===== src/rtl/irq_seq_pkg.sv =====
// Shared types and constants for the NeonFox interrupt sequencer.
// Holds the sequencer FSM states, config register selects and nesting depth.
package irq_seq_pkg;

    typedef enum logic [1:0] {
        IDLE,
        ISSUE,
        SERVICE
    } state_t;

    localparam logic [1:0] CFG_SEL_MASK = 2'd0;
    localparam logic [1:0] CFG_SEL_CLR  = 2'd1;
    localparam logic [1:0] CFG_SEL_GIE  = 2'd2;

    localparam int NEST_DEPTH = 4;

endpackage


===== src/rtl/irq_prio_enc.sv =====
// Fixed-priority encoder: lowest set index wins (index 0 highest).
// Ports: req_i request vector; vld_o any request set; idx_o winning index.
module irq_prio_enc #(
    parameter int N = 16
) (
    input  logic [N-1:0] req_i,
    output logic         vld_o,
    output logic [3:0]   idx_o
);

    always_comb begin
        vld_o = 1'b0;
        idx_o = 4'd0;
        // Scan downwards so the lowest set index is the last one written.
        for (int i = N - 1; i >= 0; i--) begin
            if (req_i[i]) begin
                vld_o = 1'b1;
                idx_o = 4'(i);
            end
        end
    end

endmodule


===== src/rtl/irq_sequencer.sv =====
// Interrupt sequencer for the NeonFox PC: latches, masks and prioritises
// irq edges and issues a one-cycle interrupt/int_addr when fetch is safe.
// Ports: clk/rst (async, active-high); irq request lines; cfg_we/cfg_sel/
// cfg_wdata config bus; hazard/branch_hazard/p_cache_miss/pc_stall safety
// inputs; reti return-from-interrupt; interrupt/int_addr to the PC;
// in_service, pending, int_mask, gie status.
// Optional macro IRQ_SEQ_NEST_EN: preemption with a 4-level stack and a
// cur_level output.
module irq_sequencer
    import irq_seq_pkg::*;
#(
    parameter int NUM_IRQ     = 16,
    parameter int SYNC_STAGES = 2
) (
    input  logic               clk,
    input  logic               rst,
    input  logic [NUM_IRQ-1:0] irq,
    input  logic               cfg_we,
    input  logic [1:0]         cfg_sel,
    input  logic [15:0]        cfg_wdata,
    input  logic               hazard,
    input  logic               branch_hazard,
    input  logic               p_cache_miss,
    input  logic               pc_stall,
    input  logic               reti,
    output logic               interrupt,
    output logic [3:0]         int_addr,
    output logic               in_service,
    output logic [NUM_IRQ-1:0] pending,
    output logic [NUM_IRQ-1:0] int_mask,
    output logic               gie
`ifdef IRQ_SEQ_NEST_EN
    ,
    output logic [3:0]         cur_level
`endif
);

    logic [SYNC_STAGES-1:0][NUM_IRQ-1:0] sync_q;
    logic [NUM_IRQ-1:0] prev_q;
    logic [NUM_IRQ-1:0] rise;
    logic [NUM_IRQ-1:0] pend_q, pend_d;
    logic [NUM_IRQ-1:0] mask_q, mask_d;
    logic [NUM_IRQ-1:0] clr;
    logic [NUM_IRQ-1:0] req;
    logic [NUM_IRQ-1:0] win_oh;
    logic               gie_q, gie_d;
    logic [3:0]         addr_q, addr_d;
    state_t             state_q, state_d;
    logic               win_vld;
    logic [3:0]         win_idx;
    logic               safe;

    assign rise   = sync_q[SYNC_STAGES-1] & ~prev_q;
    assign req    = pend_q & mask_q;
    assign win_oh = NUM_IRQ'(1) << win_idx;
    assign safe   = ~(hazard | branch_hazard | p_cache_miss | pc_stall);

    irq_prio_enc #(.N(NUM_IRQ)) u_win (
        .req_i (req),
        .vld_o (win_vld),
        .idx_o (win_idx)
    );

`ifdef IRQ_SEQ_NEST_EN
    logic [NEST_DEPTH-1:0][3:0] stk_q, stk_d;
    logic [3:0]         lvl_q, lvl_d;
    logic [2:0]         act_q, act_d;
    logic [NUM_IRQ-1:0] above;
    logic [NUM_IRQ-1:0] pre_oh;
    logic               pre_vld;
    logic [3:0]         pre_idx;

    // Only requests strictly above the active level may preempt.
    assign above  = req & ((NUM_IRQ'(1) << lvl_q) - NUM_IRQ'(1));
    assign pre_oh = NUM_IRQ'(1) << pre_idx;

    irq_prio_enc #(.N(NUM_IRQ)) u_pre (
        .req_i (above),
        .vld_o (pre_vld),
        .idx_o (pre_idx)
    );

    assign cur_level = lvl_q;
`endif

    always_comb begin
        state_d = state_q;
        addr_d  = addr_q;
        mask_d  = mask_q;
        gie_d   = gie_q;
        clr     = '0;
`ifdef IRQ_SEQ_NEST_EN
        stk_d   = stk_q;
        lvl_d   = lvl_q;
        act_d   = act_q;
`endif

        if (cfg_we) begin
            case (cfg_sel)
                CFG_SEL_MASK: mask_d = cfg_wdata[NUM_IRQ-1:0];
                CFG_SEL_CLR:  clr    = cfg_wdata[NUM_IRQ-1:0];
                CFG_SEL_GIE:  gie_d  = cfg_wdata[0];
                default:      ;
            endcase
        end

        unique case (state_q)
            IDLE: begin
                if (gie_q && win_vld && safe) begin
                    state_d = ISSUE;
                    addr_d  = win_idx;
                    clr     = clr | win_oh;
`ifdef IRQ_SEQ_NEST_EN
                    lvl_d   = win_idx;
                    act_d   = 3'd1;
`endif
                end
            end
            ISSUE: state_d = SERVICE;
            SERVICE: begin
`ifdef IRQ_SEQ_NEST_EN
                if (reti) begin
                    if (act_q > 3'd1) begin
                        lvl_d = stk_q[0];
                        stk_d = {4'd0, stk_q[NEST_DEPTH-1:1]};
                        act_d = act_q - 3'd1;
                    end else begin
                        state_d = IDLE;
                        act_d   = 3'd0;
                    end
                end else if (gie_q && safe && pre_vld &&
                             act_q < 3'(NEST_DEPTH)) begin
                    state_d = ISSUE;
                    addr_d  = pre_idx;
                    clr     = clr | pre_oh;
                    stk_d   = {stk_q[NEST_DEPTH-2:0], lvl_q};
                    lvl_d   = pre_idx;
                    act_d   = act_q + 3'd1;
                end
`else
                if (reti) state_d = IDLE;
`endif
            end
            default: state_d = IDLE;
        endcase

        // A fresh edge always survives a same-cycle clear.
        pend_d = (pend_q & ~clr) | rise;
    end

    always_ff @(posedge clk or posedge rst) begin
        if (rst) begin
            sync_q  <= '0;
            prev_q  <= '0;
            pend_q  <= '0;
            mask_q  <= '0;
            gie_q   <= 1'b0;
            addr_q  <= 4'd0;
            state_q <= IDLE;
        end else begin
            sync_q  <= {sync_q[SYNC_STAGES-2:0], irq};
            prev_q  <= sync_q[SYNC_STAGES-1];
            pend_q  <= pend_d;
            mask_q  <= mask_d;
            gie_q   <= gie_d;
            addr_q  <= addr_d;
            state_q <= state_d;
        end
    end

`ifdef IRQ_SEQ_NEST_EN
    always_ff @(posedge clk or posedge rst) begin
        if (rst) begin
            stk_q <= '0;
            lvl_q <= 4'd0;
            act_q <= 3'd0;
        end else begin
            stk_q <= stk_d;
            lvl_q <= lvl_d;
            act_q <= act_d;
        end
    end
`endif

    assign interrupt  = (state_q == ISSUE);
    assign in_service = (state_q != IDLE);
    assign int_addr   = addr_q;
    assign pending    = pend_q;
    assign int_mask   = mask_q;
    assign gie        = gie_q;

endmodule


===== config.mk =====
export PLATFORM = sky130hd
export DESIGN_NAME = irq_sequencer
export DESIGN_NICKNAME = d
export VERILOG_FILES = /design/src/rtl/irq_seq_pkg.sv /design/src/rtl/irq_prio_enc.sv /design/src/rtl/irq_sequencer.sv
export SDC_FILE = /design/constraint.sdc
export NUM_CORES = 1
export LEC_CHECK = 0
export ABC_AREA = 1
export ABC_CLOCK_PERIOD_IN_PS = 2600
export CORE_MARGIN = 4
export CORE_UTILIZATION = 44
export DETAILED_ROUTE_END_ITERATION = 8
export PLACE_DENSITY = 0.75
export RECOVER_POWER = 25
export SYNTH_ARGS = -nofsm -noshare
export SYNTH_HDL_FRONTEND = slang
export SYNTH_SLANG_ARGS = --single-unit

===== constraint.sdc =====
create_clock -name clk -period 2.6 [get_ports clk]
set_clock_uncertainty 0.05 [all_clocks]
set_input_delay 0.52 -clock clk [delete_from_list [all_inputs] [get_ports clk]]
set_output_delay 0.52 -clock clk [all_outputs]
set_load 0.005 [all_outputs]

* Yosys cells after proc, flatten, opt, wreduce, memory -nomap -nowiden
Index checks and enable logic that the tools add are counted.
** Cells by class
- Equality and inequality tests :: 6
- Shift operators :: 1
- Reductions and logical operators :: 9
- Muxes and demuxes :: 39
- Bitwise logic cells :: 11
** Operator list (number)
- $mux W16 :: 4
- $mux W4 :: 16
- $and A16 B16 Y16 :: 3
- $not A16 Y16 :: 2
- $or A16 B16 Y16 :: 2
- $mux W1 :: 16
- $shl A1 B4 Y16 const A :: 1
- $reduce_and A2 Y1 :: 4
- $pmux W2 S3 :: 1
- $eq A2 B1 Y1 const B :: 2
- $eq A2 B2 Y1 const B :: 2
- $logic_not A2 Y1 :: 2
- $mux W2 :: 2
- $ne A2 B2 Y1 const B :: 2
- $or A1 B1 Y1 :: 3
- $logic_and A1 B1 Y1 :: 2
- $reduce_bool A2 Y1 :: 1
- $not A1 Y1 :: 1
** Storage, ports and cells
- Register bits :: 87

* Logic depth before layout (Yosys ltp)
Gate-level depths: netlist of the first run.
- Depth in word-level cells :: 24
- Mapped depth :: 20

* Hierarchy
Synthesis of the first run repeated with hierarchy kept, for this count alone.
** Unflattened totals
- Cell total of the unflattened synthesis :: 401
- Area total of the unflattened synthesis :: 3555.9 um^2
** Modules (own cells, without submodules)
- irq_sequencer :: cells an instance 352, area each 3347.0 um^2, times used 1
- irq_prio_enc :: cells an instance 49, area each 209.0 um^2, times used 1

* Worst setup path before layout of the first run
No wires, ideal clock.
- Kind :: input-to-reg
- From :: input port hazard
- To :: register pend_q[1] (netlist: pending[1])
- Stages :: 11
- Arrival time :: 1711 ps
- Setup time :: 121 ps
- Path buffers :: 0
- Path slack :: 718 ps
- Data required time :: 2429 ps
- Path through :: or2_1 -> nor4b_2 -> inv_1 -> a21oi_2 -> inv_2 -> nor2_8 -> inv_4 -> nor2_8 -> inv_2 -> o21bai_1 -> nand2_1
** Between the ends
- Word-level cells in the longest chain between the ends :: 10
** Ends and longest elaborated chain
- start: declaration :: line irq_sequencer.sv:21 : input logic hazard,
- $or A1 B1 Y1 (3 in series) :: line irq_sequencer.sv:56 : assign safe = ~(hazard | branch_hazard | p_cache_miss | pc_stall);
- $not A1 Y1 :: line irq_sequencer.sv:56
- $logic_and A1 B1 Y1 :: line irq_sequencer.sv:109 : if (gie_q && win_vld && safe) begin
- $mux W16 :: line irq_sequencer.sv:109
- $mux W16 :: line irq_sequencer.sv:107 : unique case (state_q)
- $not A16 Y16 :: line irq_sequencer.sv:148 : pend_d = (pend_q & ~clr) | rise;
- $and A16 B16 Y16 :: line irq_sequencer.sv:148
- $or A16 B16 Y16 :: line irq_sequencer.sv:148
- named net pend_d[1] :: line irq_sequencer.sv:41 : logic [NUM_IRQ-1:0] pend_q, pend_d;
- end signal: assignment :: line irq_sequencer.sv:163 : pend_q <= pend_d;
- end: declaration :: line irq_sequencer.sv:41
The timed path passes the listed nets, and every way through them passes these cells.
A chain may end at the register's enable or synchronous reset.

* Worst setup path after layout of the first run
- From :: register state_q[1]
- To :: output port in_service
** Between the ends
- Word-level cells in the longest chain between the ends :: 1
** Ends and longest elaborated chain
- start: declaration :: line irq_sequencer.sv:48 : state_t state_q, state_d;
- start signal: assignment :: line irq_sequencer.sv:167 : state_q <= state_d;
- $reduce_bool A2 Y1 :: line irq_sequencer.sv:186 : assign in_service = (state_q != IDLE);
- end: declaration :: line irq_sequencer.sv:28 : output logic in_service,
No other way between the ends.

==> run summary, run 1 <==
antenna violations before repair - 0
critical path class - reg -> out
DRC Markers - 0
Nets - 456
largest net degree at the start of global routing - 88
syn nets - 363
status - finished clean
warning count from the yosys run - 0
footprint of the multi-input gates - 947 um2
Total GRT Usage - 17.7%
Final Util - 61.1%
Mapped Area - 3330 um2
detailed router's first-iteration violation count - 159
area leader, netlist - dfrtp_1
Clock Sinks - 87
first-pass GRT wire length - 11900 um
critical path peak fanout - 3
Pwr Density - 697 nW/um2
number of fill cells - 639
FF/Latch Area - 2180 um2
Setup-failing EPs final - 0
vias post-DR - 2501
met2 routed WL - 3510 um
TritonCTS clock tree - built
Arrival @ worst endpoint - 1.60 ns
synthesis-to-layout area growth - 33.9%
max-cap check violation count - 0
DR pass1 iterations - 4
# hold bufs at CTS - 0
row cnt - 31
Clock Path Buffers - 2
post-synthesis area per instance - 10.4 um2
die height - 94.9 um
met3 wire length - 524 um
Core Area - 7290 um2
Initial Util - 45.6%
final hold vios - 0
WL per Instance - 14.1 um
CP max-delay cell - clkdlybuf4s50_1
post-synthesis cell count - 321
register area share after synthesis - 65.5%
DIE AREA - 9010 um2
layout cell share with drive strength beyond 1 - 10.3%
post-cts sizing count - 0
Distinct cells, synth - 24
Setup TNS Final - 0 ns
Die Wd - 94.9 um
max layer used - met4
Max rail drop VDD - 0.328 mV
Worst Hold Class - reg -> reg
routability cong. - 0.897
hpwl dp - 5520 um
WL met1 - 3140 um
FMAX - 460 MHz
Yosys reg bits - 87
number of port buffers - 80
Root Driver - clkbuf_8
vias in the first global route - 2503
Tcrit/Tclk final - 83.6%
Slew Viols, Final - 0
Ports - 81
top cell type's share of synthesized area - 65.5%
Worst EP required - 2.03 ns
Setup Fix Bufs, Post-CTS - 0
Worst-Margin Slew - 1.10 ns
leakage - 0.00213 uW
top post-synthesis cells by area - dfrtp_1 (65%), nand2_1 (11%), inv_1 (4.7%)
Max-Slew Margin vs Limit - 26.9%
Final ANT Viol Nets - 0
CP peak stage delay - 0.50 ns
critical path endpoint category - output port
clk slew on worst S/H paths - 0.08 ns
CP Launch Type - register
CP Cell Sequence - nor2_1 > inv_1 > clkdlybuf4s50_1
GRT Residual Overflow - 0
ant diodes - 0
Tmin final - 2.17 ns
# H-tree levels - 3
Tot Pwr - 3100 uW
Inserted Clock Buffers - 9
final wirelength - 7310 um
RSZ-0062 raised after global routing - false
Worst-Skew Late Latency - 0.35 ns
Vias/cell - 4.84
[Yosys cell counts, drive strengths merged]
| library cell | n |
|---|---|
| mux2 | 7 |
| nand2 | 98 |
| o21bai | 9 |
| o31ai | 9 |
| o21a | 2 |
| nor2 | 17 |
| clkinv | 1 |
| nand4 | 12 |
| o21ai | 13 |
| nor4b | 1 |
| or2 | 1 |
| inv | 49 |
| nand3 | 2 |
| a21oi | 1 |
| dfrtp | 87 |
| a31oi | 9 |
| clkbuf | 3 |
[where the power goes]
group,total (uW),leakage [uW],internal (uW),switching (uW)
Clock,836,0.0000922,393,442
Sequential,1580,0.00100,1490,93.8
Combinational,685,0.00103,344,342
Total,3100,0.00213,2230,878
[state kept, by name, indices dropped and copies added (netlist names)]
register,cells
pending,16
sync_q,32
gie,1
prev_q,16
int_addr,4
int_mask,16
state_q,2
[per-layer routing]
metal,GRT usage (%),vias up
met4,7.69,0
met3,4.30,12
met2,28.8,83
met5,0,-
li1,-,1218
met1,22.4,1188
[cell usage in the layout, fill, tap and decap left out, types with 3 or more instances in the layout]
master           count
o31ai_1              9
mux2_2               7
inv_2                6
nand4_1             12
o21bai_1             9
buf_4                4
dfrtp_1             87
clkdlybuf4s50_1     62
nor2_1              12
o21ai_1              3
inv_1               41
clkbuf_8            11
nand2_1             96
o21ai_0             10
a31oi_1              9
dlygate4sd3_1       18
[critical path, delay by kind of cell, from the launching register on]
family / cells / cell delay (ns)
buffers and inverters: 2 / 0.66
DFF: 1 / 0.39
and+or+nand+nor: 1 / 0.20
[metrics by stage]
stage                     cells  instance area, um2  setup slack, ns  hold WS (ns)
after floorplan             321                3330            0.718         0.281
after global placement      502                4290            0.164         0.282
after detailed placement    502                4290           0.0830         0.285
after CTS                   517                4470            0.398         0.303
after global routing        517                4450            0.311         0.308
final                       517                4450            0.427         0.301
[cell type report]
cell class | instances | area share [%]
clock inverters | 3 | 0.421
repair buffers | 85 | 18.8
clock buffers | 12 | 3.48
flip-flops and latches | 87 | 48.9
multi-input cells | 181 | 21.3
well taps | 99 | 2.78
inverters | 50 | 4.35
[cells by family after synthesis]
family / after synthesis / share of synthesized area [%]
compound gates: 43 / 8.43
buf+inv: 53 / 6.06
flops: 87 / 65.5
mux: 7 / 2.37
simple gates: 131 / 17.7
[final timing paths]
check,depth (start not counted),end,startpoint,slack [ns]
setup / recovery,3,in_service,state_q[1],0.43
hold / removal,0,sync_q[21],sync_q[5],0.30
setup reg to reg,10,pending[7],pending[9],0.55
hold reg to reg,0,sync_q[21],sync_q[5],0.30
max in group asynchronous,3,int_mask[14],rst,0.80
min in group asynchronous,3,sync_q[4],rst,1.01
Note: power is estimated with default switching activity, not from simulation.
==> run 2: changes to the inputs <==
--- a/config.mk
+++ b/config.mk
@@ -6,7 +6,7 @@
 export NUM_CORES = 1
 export LEC_CHECK = 0
 export ABC_AREA = 1
-export ABC_CLOCK_PERIOD_IN_PS = 2600
+export ABC_CLOCK_PERIOD_IN_PS = 1950
 export CORE_MARGIN = 4
 export CORE_UTILIZATION = 44
 export DETAILED_ROUTE_END_ITERATION = 8
==> constraint.sdc (replaced) <==
create_clock -name clk -period 1.95 [get_ports clk]
set_clock_uncertainty 0.05 [all_clocks]
set_input_delay 0.39 -clock clk [delete_from_list [all_inputs] [get_ports clk]]
set_output_delay 0.39 -clock clk [all_outputs]
set_load 0.005 [all_outputs]
==> run 2 against run 1 <==
Net effect: hold slack got worse by 0.0029 ns; die area did not move; count of clock-buffer cells in the layout fell by 2; register-to-register slack got worse by 0.49 ns; critical path depth rose by 9; sequential cell count did not move; global-route usage rose by 0.47 points; worst setup slack got worse by 0.37 ns; critical path type is now in -> reg.
==> run summary, run 2 (synthesis results as in run 1) <==
Initial Util - 45.6% (unchanged)
FF-to-FF path depth - 17 (+7)
number of port buffers - 80 (unchanged)
Vias/cell - 4.80 (-0.83%)
Root Driver - clkbuf_8
# H-tree levels - 3 (unchanged)
Hold Path End - sync_q[19]
CP Launch Type - input port
Die Wd - 94.9 um (unchanged)
vias post-DR - 2533 (+1.3%)
critical path class - in -> reg
DIE AREA - 9010 um2 (unchanged)
TritonCTS clock tree - built
RSZ-0062 raised after global routing - true
reg2reg end - pending[15]
hpwl dp - 5660 um (+2.5%)
critical path endpoint category - register
first-pass GRT wire length - 12200 um (+2.7%)
row cnt - 31 (unchanged)
Setup TNS Final - 0 ns (unchanged)
Total GRT Usage - 18.1% (+0.47 points)
worst hold stages - 0 (unchanged)
Worst-Margin Slew - 0.448 ns (-0.649 ns)
GRT Residual Overflow - 0 (unchanged)
status - finished clean
max reg flops - 32 (unchanged)
final hold vios - 0 (unchanged)
layout cell share with drive strength beyond 1 - 14.5% (+4.2 points)
Slew Viols, Final - 0 (unchanged)
Setup-failing EPs final - 0 (unchanged)
die height - 94.9 um (unchanged)
Hold Path Origin - sync_q[3]
clk slew on worst S/H paths - 0.09 ns (about the same)
Largest Register - sync_q
Core Area - 7290 um2 (unchanged)
r2r setup slk - 0.06 ns (-0.49 ns)
detailed router's first-iteration violation count - 182 (+14%)
final wirelength - 7680 um (+5.0%)
vias in the first global route - 2577 (+3.0%)
Tcrit/Tclk final - 97.2%
max-cap check violation count - 0 (unchanged)
Worst-Skew Late Latency - 0.36 ns (about the same)
Worst EP required - 2.14 ns (+0.11 ns)
Clock Sinks - 87 (unchanged)
synthesis-to-layout area growth - 39.0%
WL per Instance - 14.5 um (+2.8%)
Arrival @ worst endpoint - 2.09 ns (+0.49 ns)
most frequent cells in the layout - nand2_1 (92), dfrtp_1 (87), clkdlybuf4s50_1 (62)
DR pass1 iterations - 4 (unchanged)
Nets - 466 (+2.2%)
ant diodes - 0 (unchanged)
Tmin final - 1.90 ns
WHS - 0.298 ns (-0.00287 ns)
critical path peak fanout - 5 (+2)
Max rail drop VDD - 0.627 mV (+91%)
Ports - 81 (unchanged)
Worst R2R Start - int_mask[13]
FMAX - 528 MHz
routability cong. - 0.917 (+2.1%)
Pwr Density - 975 nW/um2 (+40%)
antenna violations before repair - 0 (unchanged)
Final ANT Viol Nets - 0 (unchanged)
Inserted Clock Buffers - 9 (unchanged)
leakage - 0.00222 uW (+4.2%)
dpl ws - -0.360 ns (-0.443 ns)
Clock Path Buffers - 2 (unchanged)
Worst Hold Class - reg -> reg
largest net degree at the start of global routing - 88 (unchanged)
worst setup margin - 0.0543 ns (-0.373 ns)
Max-Slew Margin vs Limit - 70.2% (+43 points)
DRC Markers - 0 (unchanged)
commonest non-fill, non-tap cell in the layout - nand2_1
[run 2: cell types whose count changed in the layout (fill, tap and decap cells not counted), sizes merged]
cell          before  now
clkinv             4    2
buf                4   14
dlymetal6s2s       0    2
nand2             98   99
clkinvlp           1    3
inv               48   49
bufinv             0    2
clkbuf            13   10
dlygate4sd3       18   16
[run 2: timing repair]
action	4_1_cts	5_1_grt
setup buffers	1	1
hold buffers	0	0
endpoints found under the setup margin	6	18
cloned	0	1
pin swaps	1	6
resized for setup	3	11
endpoints found under the hold margin	0	0
[run 2: metrics by stage]
step           utilization [%]  instance area (um2)  std cells  total power [uW]
2_1_floorplan                -                 3330        321              2560
3_3_place_gp              59.6                 4350        509              3090
3_5_place_dp              59.6                 4350        509              3120
4_1_cts                   62.8                 4580        526              4510
5_1_grt                   63.4                 4620        528              4720
6_report                  63.4                 4620        528              4510
[run 2: how the worst max path moves through the flow]
stage | startpoint | end | slack (ns) | cells past startpoint
after floorplan | hazard | pending[1] | 0.20 | 11
final | p_cache_miss | pending[5] | 0.05 | 12
after CTS | pending[15] | pending[15] | 0.005 | 19
after global placement | hazard | pending[1] | -0.27 | 12
after global routing | pending[15] | pending[15] | -0.18 | 19
after detailed placement | hazard | pending[5] | -0.36 | 12
[run 2: metal layers]
layer / wire length (um) / GRT usage (%) / up-vias
li1: - / - / 1229
met1: 3220 / 23.2 / 1196
met2: 3610 / 28.0 / 94
met3: 696 / 6.06 / 14
met4: 153 / 8.17 / 0
met5: 0 / 0 / -
[run 2: worst max-delay path, stage by stage]
cell and delay (ns):
clkdlybuf4s50_1 0.39, or2_1 0.22, nor4b_2 0.21, inv_1 0.10, a21oi_2 0.14, inv_2 0.09, nor2_8 0.10, inv_4 0.05
nor2_8 0.11, inv_2 0.07, o21bai_1 0.16, nand2_1 0.08
[run 2: where the power goes]
group          leakage (uW)  internal [uW]  total (uW)  switching [uW]
clock network      0.000103            728        1380             652
logic               0.00111            514        1020             502
registers           0.00100           1980        2110             126
total               0.00222           3230        4510            1280
[run 2: final cells by class]
class                      count  area [um2]
tap                           99         124
clock inverter                 6        92.6
fill                         591        2670
sequential                    87        2180
inverter                      50         194
clock buffer                  10         128
timing repair buffer          94         923
multi-input combinational    182         983
==> run 3: changes to the inputs <==
--- a/config.mk
+++ b/config.mk
@@ -5,12 +5,11 @@
 export SDC_FILE = /design/constraint.sdc
 export NUM_CORES = 1
 export LEC_CHECK = 0
-export ABC_AREA = 1
 export ABC_CLOCK_PERIOD_IN_PS = 1950
 export CORE_MARGIN = 4
-export CORE_UTILIZATION = 44
+export CORE_UTILIZATION = 43
 export DETAILED_ROUTE_END_ITERATION = 8
-export PLACE_DENSITY = 0.75
+export PLACE_DENSITY = 0.74
 export RECOVER_POWER = 25
 export SYNTH_ARGS = -nofsm -noshare
 export SYNTH_HDL_FRONTEND = slang
==> run 3 against run 2 <==
Net effect: count of clock-buffer cells in the layout fell by 1; die area shrank 2.0%; worst setup slack worse by 0.044 ns; first-iteration DRC count shrank 48%; clock power down 4%; register-to-register slack lost 0.05 ns; area after synthesis shrank 4.4%; non-clock buffer count increased by 2; critical path type is now reg -> reg.
==> run summary, run 3 <==
status - finished clean
Critical Path Stages - 7 (-5)
post-synthesis cell count - 254 (-21%)
top cell type's share of synthesized area - 68.5% (+3.0 points)
layout cell share with drive strength beyond 1 - 19.8% (+5.4 points)
placed cell area - 4230 um2 (-2.6%)
internal power - 3180 uW (-1.3%)
critical path endpoint category - register
r2r setup slk - 0.01 ns (-0.05 ns)
Clock Path Buffers - 2 (unchanged)
DRC Markers - 0 (unchanged)
critical path class - reg -> reg
detailed router's first-iteration violation count - 94 (-48%)
TritonCTS clock tree - built
antenna violations before repair - 0 (unchanged)
worst hold stages - 0 (unchanged)
Final Util - 63.0% (-0.36 points)
DR pass1 iterations - 4 (unchanged)
number of port buffers - 80 (unchanged)
hpwl dp - 5190 um (-8.2%)
CP Launch Type - register
placed insts - 445 (-13%)
Pwr Density - 995 nW/um2 (+2.1%)
WP buf/inv - 1 (-4)
Top FF cell, synth - dfrtp_1
final hold vios - 0 (unchanged)
most frequent cells in the layout - dfrtp_1 (87), clkdlybuf4s50_1 (64), nand2_1 (46)
Die Wd - 94.0 um (-1.0%)
Post-synth ARST share - 100% (unchanged)
CP delay by family, top - compound AO/OA/AOI/OAI gates
sw frac - 29.6% (+1.2 points)
clk slew on worst S/H paths - 0.10 ns (about the same)
CP Cell Sequence - buf_4 > nand2_1 > a32o_2 > o2111ai_4 > a22oi_2 > o311ai_1 > o21ai_0
Vias/cell - 5.06 (+5.4%)
warning count from the yosys run - 0 (unchanged)
max-cap check violation count - 0 (unchanged)
Setup-failing EPs final - 0 (unchanged)
Mapped Area - 3180 um2 (-4.4%)
largest net degree at the start of global routing - 88 (unchanged)
fin area - 4550 um2 (-1.6%)
sequential share of power - 47.5% (+0.7 points)
row cnt - 31 (unchanged)
Worst Hold Class - reg -> reg
CP max-delay cell - dfrtp_1
Post-synth EDFFs - 0 (unchanged)
final wirelength - 7490 um (-2.5%)
Max-Slew Margin vs Limit - 25.2% (-45 points)
max reg flops - 32 (unchanged)
clock share of power - 29.2% (-1.4 points)
GRT Residual Overflow - 0 (unchanged)
most frequent cell after synthesis - dfrtp_1
RSZ-0062 raised after global routing - true
commonest non-fill, non-tap cell in the layout - dfrtp_1
Total GRT Usage - 17.4% (-0.70 points)
die height - 94.0 um (-1.0%)
leakage - 0.00196 uW (-12%)
Distinct cells, synth - 36 (+50%)
Tmin final - 1.94 ns (+0.0436 ns)
Worst R2R Start - pending[11]
Final ANT Viol Nets - 0 (unchanged)
Setup TNS Final - 0 ns (unchanged)
Worst-Margin Slew - 1.12 ns (+0.674 ns)
CP peak stage delay - 0.39 ns (about the same)
Finished Layout Cells - 462 (-13%)
syn nets - 296 (-18%)
FMAX - 516 MHz (-2.2%)
first-pass GRT wire length - 11600 um (-4.8%)
vias post-DR - 2336 (-7.8%)
Root Driver - clkbuf_8
Core Area - 7210 um2 (-1.1%)
Largest Register - sync_q
Clock Sinks - 87 (unchanged)
Hold Path End - sync_q[28]
WL per Instance - 16.2 um (+11%)
Slew Viols, Final - 0 (unchanged)
Tcrit/Tclk final - 99.4% (+2.2 points)
Ports - 81 (unchanged)
Hold Path Origin - sync_q[12]
Worst-Skew Late Latency - 0.36 ns (about the same)
ant diodes - 0 (unchanged)
Yosys reg bits - 87 (unchanged)
Max rail drop VDD - 0.598 mV (-4.6%)
vias in the first global route - 2315 (-10%)
Arrival @ worst endpoint - 2.12 ns (+0.03 ns)
switching power - 1340 uW (+4.8%)
Comb power frac - 23.3% (+0.8 points)
Worst EP required - 2.13 ns (about the same)
routability cong. - 0.815 (-11%)
reg2reg end - pending[5]
synthesis-to-layout area growth - 43.1%
DIE AREA - 8830 um2 (-2.0%)
# H-tree levels - 3 (unchanged)
Inserted Clock Buffers - 9 (unchanged)
register area share after synthesis - 68.5% (+3.0 points)
post-synthesis area per instance - 12.5 um2 (+21%)
area leader, netlist - dfrtp_1
Initial Util - 44.1% (-1.6 points)
synth cell count leaders - dfrtp_1 (87), nand2_1 (46), inv_1 (19)
top post-synthesis cells by area - dfrtp_1 (69%), mux2_2 (6.0%), nand2_1 (5.4%)
critical path peak fanout - 5 (unchanged)
FF-to-FF path depth - 7 (-10)
Nets - 400 (-14%)
run 3: cell types whose count changed in the layout (fill, tap and decap cells not counted), moves of 9 or more:
cell,change
mux2_2,+10
nand4_1,-11
o21bai_1,-9
inv_1,-21
nand2_1,-46
run 3: metal layers:
metal | global-route usage [%] | part of all wire [%] | routed length, um | vias to the layer above
met5 | 0 | 0 | 0 | -
met4 | 6.14 | 1.0 | 78 | 0
met3 | 4.89 | 7.9 | 588 | 9
met2 | 27.7 | 50 | 3770 | 90
met1 | 22.9 | 41 | 3060 | 1131
li1 | - | - | - | 1106
run 3: cell families after synthesis:
| group | share of synthesized area (%) |
|---|---|
| buffers and inverters | 2.64 |
| DFF | 68.5 |
| muxes | 6.02 |
| AOI/OAI and AO/OA | 12.4 |
| and+or+nand+nor | 10.5 |
run 3: timing repair:
item,CTS,global route
hold buffers,0,0
buffers inserted,0,1
gates resized for setup,1,26
gates cloned,0,0
setup endpoints to repair,2,17
pin swaps,2,5
run 3: worst max-delay path by stage:
stage	from	end	slack, ns
after global routing	pending[11]	pending[15]	-0.07
after global placement	branch_hazard	pending[5]	-0.11
final	pending[11]	pending[5]	0.01
after CTS	pending[11]	pending[15]	0.008
after floorplan	pending[11]	pending[4]	0.17
after detailed placement	branch_hazard	pending[7]	-0.19
run 3: layout make-up:
| type | instances | area, um2 |
|---|---|---|
| inverters | 19 | 75.1 |
| well taps | 99 | 124 |
| clock inverters | 7 | 86.3 |
| clock buffers | 9 | 124 |
| fillers | 576 | 2670 |
| repair buffers | 96 | 941 |
| flip-flops and latches | 87 | 2180 |
| multi-input cells | 145 | 1020 |
run 3: worst reg2reg max path: stages (launching register included):
cell,delay [ns]
dfrtp_1,0.39
buf_4,0.15
nand2_1,0.05
a32o_2,0.29
o2111ai_4,0.22
a22oi_2,0.20
o311ai_1,0.32
o21ai_0,0.15
run 3: per-stage QoR:
step	power [uW]	worst slack, ns	hold slack [ns]
6_report	4530	0.0108	0.297
5_1_grt	4750	-0.0662	0.308
4_1_cts	4470	0.00825	0.303
3_5_place_dp	3140	-0.193	0.285
3_3_place_gp	3120	-0.110	0.282
2_1_floorplan	2550	0.166	0.281
run 3: power by group through the flow:
| stage | Combinational [uW] | Sequential (uW) | Clock [uW] |
|---|---|---|---|
| after floorplan | 397 | 2160 | 0 |
| after global routing | 1140 | 2180 | 1430 |
| after detailed placement | 968 | 2170 | 0 |
| after global placement | 949 | 2170 | 0 |
| after CTS | 977 | 2140 | 1350 |
| final | 1060 | 2150 | 1320 |
